**src/rtl/imem_load_ctrl.sv**
```systemverilog
// Instruction memory front-end: CPU fetch path with PC legality checks, and a
// valid/ready program loader that writes words from address 0 while stalling the CPU.
module imem_load_ctrl #(
    parameter int          ADDR_W = 6,
    parameter int          DEPTH  = 64,
    parameter logic [31:0] NOP    = 32'h0000_0013
) (
    input  logic              clk,
    input  logic              rst_n,
    input  logic              load_start,
    input  logic [ADDR_W:0]   load_len,
    input  logic              ld_valid,
    input  logic [31:0]       ld_data,
    output logic              ld_ready,
    output logic              mem_we,
    output logic [ADDR_W-1:0] mem_waddr,
    output logic [31:0]       mem_wdata,
    output logic [ADDR_W-1:0] mem_raddr,
    input  logic [31:0]       mem_rdata,
    input  logic [31:0]       cpu_pc,
    output logic [31:0]       cpu_instr,
    output logic              cpu_stall,
    output logic              fetch_fault,
    output logic [31:0]       fault_pc,
    output logic              load_err,
    output logic              load_done
);

    typedef enum logic [1:0] {
        ST_RUN   = 2'd0,
        ST_LOAD  = 2'd1,
        ST_FLUSH = 2'd2
    } state_t;

    localparam logic [ADDR_W:0] DEPTH_LEN = (ADDR_W + 1)'(DEPTH);

    // Word-aligned and inside the memory window.
    function automatic logic pc_is_legal(input logic [31:0] pc);
        return (pc[1:0] == 2'b00) && (pc[31:ADDR_W+2] == '0);
    endfunction

    state_t            state_r;
    state_t            state_nxt_s;
    logic [ADDR_W-1:0] cnt_r;
    logic [ADDR_W:0]   len_r;
    logic              fetch_fault_r;
    logic [31:0]       fault_pc_r;
    logic              load_err_r;

    logic pc_legal_s;
    logic len_ok_s;
    logic start_ok_s;
    logic xfer_s;
    logic last_s;

    assign pc_legal_s = pc_is_legal(cpu_pc);
    assign len_ok_s   = (load_len != '0) && (load_len <= DEPTH_LEN);
    assign start_ok_s = (state_r == ST_RUN) && load_start && len_ok_s;
    assign xfer_s     = (state_r == ST_LOAD) && ld_valid;
    assign last_s     = ({1'b0, cnt_r} == (len_r - {{ADDR_W{1'b0}}, 1'b1}));

    // State register; reset aborts any load in progress without a done pulse.
    always_ff @(posedge clk or negedge rst_n) begin
        if (!rst_n) begin
            state_r <= ST_RUN;
        end else begin
            state_r <= state_nxt_s;
        end
    end

    // Next-state logic.
    always_comb begin
        state_nxt_s = state_r;
        case (state_r)
            ST_RUN: begin
                if (start_ok_s) begin
                    state_nxt_s = ST_LOAD;
                end else begin
                    state_nxt_s = ST_RUN;
                end
            end
            ST_LOAD: begin
                if (xfer_s && last_s) begin
                    state_nxt_s = ST_FLUSH;
                end else begin
                    state_nxt_s = ST_LOAD;
                end
            end
            ST_FLUSH: state_nxt_s = ST_RUN;
            default:  state_nxt_s = ST_RUN;
        endcase
    end

    // State-decoded outputs; fetch data passes straight through only in RUN.
    always_comb begin
        cpu_stall = 1'b1;
        ld_ready  = 1'b0;
        mem_we    = 1'b0;
        load_done = 1'b0;
        cpu_instr = NOP;
        case (state_r)
            ST_RUN: begin
                cpu_stall = 1'b0;
                if (pc_legal_s) begin
                    cpu_instr = mem_rdata;
                end else begin
                    cpu_instr = NOP;
                end
            end
            ST_LOAD: begin
                ld_ready = 1'b1;
                mem_we   = ld_valid;
            end
            ST_FLUSH: begin
                load_done = 1'b1;
            end
            default: begin
                cpu_stall = 1'b1;
            end
        endcase
    end

    // Load bookkeeping and sticky status flags; a legal load start clears the flags.
    always_ff @(posedge clk or negedge rst_n) begin
        if (!rst_n) begin
            cnt_r         <= '0;
            len_r         <= '0;
            fetch_fault_r <= 1'b0;
            fault_pc_r    <= 32'h0000_0000;
            load_err_r    <= 1'b0;
        end else if (start_ok_s) begin
            cnt_r         <= '0;
            len_r         <= load_len;
            fetch_fault_r <= 1'b0;
            fault_pc_r    <= 32'h0000_0000;
            load_err_r    <= 1'b0;
        end else begin
            // The final transfer leaves the counter on the last address so it never wraps.
            if (xfer_s && !last_s) begin
                cnt_r <= cnt_r + {{(ADDR_W-1){1'b0}}, 1'b1};
            end else begin
                cnt_r <= cnt_r;
            end
            if ((state_r == ST_RUN) && !pc_legal_s) begin
                fetch_fault_r <= 1'b1;
                if (!fetch_fault_r) begin
                    fault_pc_r <= cpu_pc;
                end else begin
                    fault_pc_r <= fault_pc_r;
                end
            end else begin
                fetch_fault_r <= fetch_fault_r;
                fault_pc_r    <= fault_pc_r;
            end
            if ((state_r == ST_RUN) && load_start && !len_ok_s) begin
                load_err_r <= 1'b1;
            end else begin
                load_err_r <= load_err_r;
            end
        end
    end

    assign mem_raddr   = cpu_pc[ADDR_W+1:2];
    assign mem_waddr   = cnt_r;
    assign mem_wdata   = ld_data;
    assign fetch_fault = fetch_fault_r;
    assign fault_pc    = fault_pc_r;
    assign load_err    = load_err_r;

endmodule

```
**config.mk**
```make
export PLATFORM = sky130hd
export DESIGN_NAME = imem_load_ctrl
export DESIGN_NICKNAME = d
export VERILOG_FILES = /design/src/rtl/imem_load_ctrl.sv
export SDC_FILE = /design/constraint.sdc
export NUM_CORES = 1
export LEC_CHECK = 0
export ABC_AREA = 1
export BUFFER_PORTS_ARGS = -buffer_cell sky130_fd_sc_hd__buf_2
export CAP_MARGIN = 20
export CORE_AREA = 2 2 86 88
export DETAILED_ROUTE_END_ITERATION = 7
export DIE_AREA = 0 0 88 90
export PLACE_DENSITY = 0.86
export SYNTH_ARGS = -nofsm -noshare
export SYNTH_HDL_FRONTEND = slang
export SYNTH_SLANG_ARGS = --single-unit
export TNS_END_PERCENT = 30
```
**constraint.sdc**
```tcl
create_clock -name clk -period 3.5 [get_ports clk]
set_clock_uncertainty 0.1 [all_clocks]
set_input_delay 0.525 -clock clk [delete_from_list [all_inputs] [get_ports clk]]
set_output_delay 0.525 -clock clk [all_outputs]
set_load 0.02 [all_outputs]
```
==> metrics.csv, run 1 <==
metric,value,unit
path_max_fanout,32,
drt-total-wl,9738,µm
die_area,7920,µm²
clk_pin_slew,0.10,ns
area_delta_synth_final,22.07,%
ant_nets,0,
die_w,88,µm
cp_cell_sequence,buf_2 > nor2_1 > nand2_1 > nor3_1 > nand2_1 > nor2_2 > nand2_1 > buf_4 > or2_2 > buf_2,
netlist_instances,436,
holdWs,0.1073,ns
synth_area,3089,µm²
timing.slew.headroom,48.90,%
p_per_area,738.0,nW/µm²
clk_latency,0.30,ns
postSynthNetCount,545,
critPathLaunchType,input port,
drt_iter0_markers,263,
clk_path_buf_depth,2,
max_stage_delay,0.30,ns
rrSetupSlack,1.35,ns
initial_core_util,44.00,%
num_io_pins,221,
antenna_found_initial,0,
post_synth_num_cell_types,23,
avgSynthCellArea,7.085,µm²
cts_tree,yes,
firstDrtPassIters,6,
drt-vias-per-instance,5.033,
vdd_drop_max,0.4343,mV
grt_max_degree,58,
hp-class,input port to async pin,
r2r_cells,7,
seq_area,1226,µm²
critical-path-top-delay-family,simple AND/OR/NAND/NOR gates,
die_h,90,µm
setup_slack,0.8463,ns
crit_arrival,2.03,ns
finalCritPeriodShare,75.82,%
nets,655,
p_leak,2.344,nW
drive_gt1_share,32.72,%
coreArea,7020,µm²
final_max_slew_viol_count,0,
final_cell_area,3771,µm²
clock.fmax,0.3768,GHz
setup_viol,0,
dp_slack,0.8564,ns
status,"finished, final reports clean",
mostFrequentLayoutCells,"buf_2, nand2_1, nor2_1",
hold_viol_final,0,
worstMarginPinSlew,0.7657,ns
hpwl,7804,µm
worst_path_max_delay_cell,or2_2,
layout_commonest_cell,buf_2,
ys_seq_elements,49,
grt_first_pass_wirelength,15080,µm
power.total,0.002783,W
grt_usage,24.32,%
diodes,0,
cts_resized,0,
cts_root_buf,clkbuf_8,
ys_seq_area_share,39.69,%
reg2reg_to,fault_pc[19]$_DFFE_PN0P_,
htreeDepth,2,
post_cts_buffers,0,
portBuffers,156,
wl_per_cell,15.07,µm
num_rows,31,
ys_warn_count,0,
reg2reg_from,state_r[0]$_DFF_PN0_,
drc,0,
fill_cells,687,
crit_required,2.87,ns
overflow,0,
cp-end-kind,output pin,
multi_input_area,1269,µm²
gp_congestion,0.8731,
maxCapViolations,0,
cpMostUsedCell,nand2_1,
cp_num_buf_inv,3,
holdBufCountCts,0,
fin_crit,2.654,ns
via_count,3251,
rsz0062_at_grt,no,
dpl-instance-area,3655,µm²
fin_setup_tns,0,ns
criticalPathCategory,input port to output pin,
cts_made_buffers,5,
grt_pass1_vias,3025,
cts_sinks,49,
==> registers in the layout, summed over array words and instances (netlist names) <==
| register | flops |
|---|---|
| mem_waddr | 6 |
| fetch_fault | 1 |
| state_r | 2 |
| fault_pc | 32 |
| len_r | 7 |
| load_err | 1 |
==> where the power goes <==
part	total, W	leakage [nW]	internal, W	switching, W
clock	0.000426	0.0591	0.000218	0.000207
sequential	0.000998	0.632	0.000813	0.000184
combinational	0.00136	1.65	0.000453	0.000906
total	0.00278	2.34	0.00148	0.00130
==> final cells by class <==
class	count	area share, %
Inverter	56	5.574
Timing Repair Buffer	162	21.90
Multi-Input combinational cell	272	33.64
Sequential cell	49	32.52
Clock buffer	5	1.825
Clock inverter	3	1.261
Tap cell	99	3.285
==> per-stage QoR <==
step	cells	util, %
finish	646	53.72
global route	646	53.72
CTS	646	53.72
detailed placement	638	52.06
global placement	638	52.06
floorplan	436	-
==> how the worst max path moves through the flow <==
| stage | from | to | slack [ns] | cells after the start |
|---|---|---|---|---|
| floorplan | cpu_pc[16] | cpu_instr[11] | 1.27 | 7 |
| global placement | cpu_pc[24] | cpu_instr[1] | 0.86 | 9 |
| detailed placement | cpu_pc[0] | cpu_instr[1] | 0.86 | 10 |
| CTS | cpu_pc[0] | cpu_instr[1] | 0.85 | 10 |
| global route | cpu_pc[0] | cpu_instr[1] | 0.66 | 10 |
| finish | cpu_pc[0] | cpu_instr[1] | 0.85 | 10 |
==> cell families (layout without fill, tap and decap cells) <==
logic type / after synthesis / in the layout / synth area share [%]
and+or+nand+nor: 258 / 258 / 37.75
buffers and inverters: 115 / 226 / 19.32
DFF: 49 / 49 / 39.69
AOI/OAI and AO/OA: 8 / 8 / 1.296
xor gates and xnor gates: 4 / 4 / 1.134
adders and majority gates: 2 / 2 / 0.8099
==> synth_stat cells, drive strengths merged <==
| library cell | number | area (µm²) |
|---|---|---|
| inv | 55 | 206.5 |
| clkinv | 1 | 3.750 |
| xor2 | 4 | 35.03 |
| clkbuf | 4 | 15.01 |
| dfrtp | 49 | 1226 |
| or2 | 5 | 31.28 |
| nand3 | 47 | 240.2 |
| nor3 | 1 | 5.000 |
| buf | 55 | 371.6 |
| ha | 2 | 25.02 |
| nand2 | 99 | 376.6 |
| nor2 | 64 | 247.7 |
| o21ai | 8 | 40.03 |
| nand4 | 40 | 250.2 |
| nand3b | 2 | 15.01 |
==> metal layers <==
metal | part of all wire (%) | up-vias | track usage [%] | routed length (µm)
li1 | - | 1564 | - | -
met3 | 9.4 | 14 | 8.264 | 916
met4 | 2.0 | 0 | 6.923 | 197
met1 | 40 | 1522 | 30.56 | 3849
met2 | 49 | 151 | 39.39 | 4775
met5 | 0 | - | 0 | 0
(Power assumes the default switching activity.)
==> run 2: changes to the inputs <==
--- a/config.mk
+++ b/config.mk
@@ -5,13 +5,12 @@
 export SDC_FILE = /design/constraint.sdc
 export NUM_CORES = 1
 export LEC_CHECK = 0
-export ABC_AREA = 1
+export ABC_AREA = 0
 export BUFFER_PORTS_ARGS = -buffer_cell sky130_fd_sc_hd__buf_2
 export CAP_MARGIN = 20
-export CORE_AREA = 2 2 86 88
+export CORE_UTILIZATION = 40
 export DETAILED_ROUTE_END_ITERATION = 7
-export DIE_AREA = 0 0 88 90
-export PLACE_DENSITY = 0.86
+export PLACE_DENSITY = 0.81
 export SYNTH_ARGS = -nofsm -noshare
 export SYNTH_HDL_FRONTEND = slang
 export SYNTH_SLANG_ARGS = --single-unit
==> constraint.sdc (replaced) <==
create_clock -name clk -period 2.58 [get_ports clk]
set_clock_uncertainty 0.1 [all_clocks]
set_input_delay 0.387 -clock clk [delete_from_list [all_inputs] [get_ports clk]]
set_output_delay 0.387 -clock clk [all_outputs]
set_load 0.02 [all_outputs]
==> run 2 against run 1 <==
  * Final cell count decreased by 22%
  * Total power increased by 33%
  * Count of clock-buffer cells in the layout increased by 2
  * Critical path type is now flip-flop to flip-flop
  * Largest cell class unchanged
  * Largest power group unchanged
  * Highest routed layer unchanged
==> metrics.csv, run 2 <==
metric,value,unit
synth_area,2853,µm²
yosysTopAreaCell,dfrtp_1,
p_leak,2.125,nW
crit_arrival,2.54,ns
ant_nets,0,
setup_viol,0,
area_delta_synth_final,26.54,%
grt_max_degree,38,
power_frac_comb,48.0,%
dpl-instance-area,3478,µm²
via_count,2427,
initial_core_util,41.76,%
holdBufCountCts,0,
fill_cells,655,
grt_usage,20.43,%
p_per_area,1026,nW/µm²
postSynthNetCount,399,
yosys-top-cells-count,"dfrtp_1, buf_4, nor2_1",
timing.slew.headroom,45.22,%
netlist_instances,290,
worstMarginPinSlew,0.8218,ns
holdWs,0.08189,ns
worst_path_max_delay_cell,dfrtp_1,
status,"finished, final reports clean",
clk_path_buf_depth,2,
overflow,0,
avgSynthCellArea,9.837,µm²
max_stage_delay,0.47,ns
ys_warn_count,0,
synthTopCellsByArea,"dfrtp_1, mux2i_1, buf_4",
final_cell_area,3610,µm²
clk_latency,0.30,ns
hp-class,input port to async pin,
hold_viol_final,0,
die_area,7474,µm²
post_synth_num_cell_types,40,
seq_area,1226,µm²
diodes,0,
ys_seq_area_share,42.98,%
drc,0,
p_sw,0.001615,W
final_max_slew_viol_count,0,
antenna_found_initial,0,
gp_congestion,0.7896,
swShare,43.58,%
maxCapViolations,0,
ys_seq_elements,49,
cts_tree,yes,
p_seq_share,38.8,%
wl_per_cell,15.24,µm
power.total,0.003705,W
num_rows,30,
multi_input_area,1290,µm²
portBuffers,156,
yosys.area.top_type_share,42.98,%
critPathLaunchType,flip-flop,
grt_first_pass_wirelength,11590,µm
reg2reg_from,len_r[2]$_DFFE_PN0P_,
firstDrtPassIters,5,
drt-vias-per-instance,4.806,
clock_power_share,13.2,%
criticalPathCategory,flip-flop to flip-flop,
coreArea,6832,µm²
nets,517,
die_h,86.45,µm
synth_edf_count,0,
finalCritPeriodShare,93.82,%
r2r_cells,7,
drt-total-wl,7698,µm
cts_root_buf,clkbuf_8,
path_max_fanout,8,
cts_made_buffers,5,
layout_commonest_cell,buf_2,
cts_sinks,49,
drive_gt1_share,44.01,%
htreeDepth,2,
synth.most_common_cell,dfrtp_1,
rrSetupSlack,0.16,ns
synthFlopType,dfrtp_1,
hpwl,6140,µm
reg2reg_to,mem_waddr[5]$_DFFE_PN0P_,
clk_pin_slew,0.08,ns
largest_reg_flops,32,
mostFrequentLayoutCells,"buf_2, dfrtp_1, nor2_1",
crit_required,2.70,ns
fin_crit,2.421,ns
vdd_drop_max,0.4949,mV
postSynth.asyncResetShare,100.0,%
grt_pass1_vias,2292,
fin_setup_tns,0,ns
clock.fmax,0.4131,GHz
drt_iter0_markers,95,
internal_power,0.002090,W
num_io_pins,221,
die_w,86.45,µm
cp-end-kind,flip-flop,
cp_cell_sequence,or3_4 > and3b_1 > o32a_4 > o31ai_4 > buf_4 > o31ai_1 > a21oi_1,
==> run 2: cell types whose count changed after synthesis, moves of 8 or more <==
cell,change
and2_1,+31
inv_1,-48
mux2i_1,+34
nand2_1,-91
nand3_1,-43
nand4_1,-37
nor2_1,-24
nor4_1,+8
==> run 2: worst max-delay path: cells and delay by family (launching register included) <==
| family | cells | cell delay (ns) |
|---|---|---|
| DFF | 1 | 0.47 |
| buffers and inverters | 1 | 0.18 |
| AOI/OAI and AO/OA | 4 | 0.97 |
| and+or+nand+nor | 2 | 0.62 |
==> run 2: timing repair <==
| item | 4_1_cts | 5_1_grt |
|---|---|---|
| setup buffers | 0 | 1 |
| setup endpoints to repair | 0 | 38 |
| gates resized for setup | 0 | 4 |
==> run 2: metal layers <==
metal / track usage (%) / part of all wire, % / vias to the layer above
li1: - / - / 1177
met4: 7.879 / 2.9 / 0
met2: 32.18 / 48 / 105
met1: 27.16 / 42 / 1129
met5: 0 / 0 / -
met3: 5.048 / 6.9 / 16
==> run 2: stage by stage <==
| step | std cells | utilization [%] | setup slack (ns) |
|---|---|---|---|
| finish | 505 | 52.84 | 0.1594 |
| global route | 505 | 52.84 | -0.0009470 |
| CTS | 504 | 52.40 | 0.005932 |
| detailed placement | 496 | 50.92 | 0.01506 |
| global placement | 496 | 50.92 | 0.2299 |
| floorplan | 290 | - | 0.3578 |
==> run 2: worst max path at each step <==
stage / from / endpoint / slack (ns)
3_5_place_dp: len_r[0]$_DFFE_PN0P_ / mem_waddr[1]$_DFFE_PN0P_ / 0.02
5_1_grt: len_r[0]$_DFFE_PN0P_ / mem_waddr[1]$_DFFE_PN0P_ / -0.0009
6_report: len_r[2]$_DFFE_PN0P_ / mem_waddr[5]$_DFFE_PN0P_ / 0.16
4_1_cts: len_r[0]$_DFFE_PN0P_ / mem_waddr[1]$_DFFE_PN0P_ / 0.006
3_3_place_gp: load_len[3] / len_r[0]$_DFFE_PN0P_ / 0.23
2_1_floorplan: len_r[0]$_DFFE_PN0P_ / mem_waddr[1]$_DFFE_PN0P_ / 0.36
==> run 2: cells by family (layout without fill, tap and decap cells) <==
group | after synthesis | count (layout) | synth area share [%]
compound gates | 23 | 23 | 6.096
fa+ha+maj | 2 | 2 | 0.8771
xor+xnor | 6 | 6 | 1.842
flops | 49 | 49 | 42.98
simple gates | 112 | 112 | 21.23
mux | 39 | 39 | 13.90
buf+inv | 59 | 178 | 13.07
==> run 2: cell type report <==
class	count	share of cell area, %
repair buffers	163	23.43
inverters	7	0.7279
multi-input cells	182	35.74
clock buffers	7	2.669
flip-flops and latches	49	33.97
well taps	96	3.328
clock inverters	1	0.1386
==> run 2: power groups by stage <==
stage,registers (W),clock network [W],logic (W)
after floorplan,0.00175,0,0.000906
after global placement,0.00141,0,0.00171
after detailed placement,0.00142,0,0.00178
after CTS,0.00142,0.000503,0.00178
after global routing,0.00149,0.000548,0.00194
final,0.00144,0.000490,0.00178
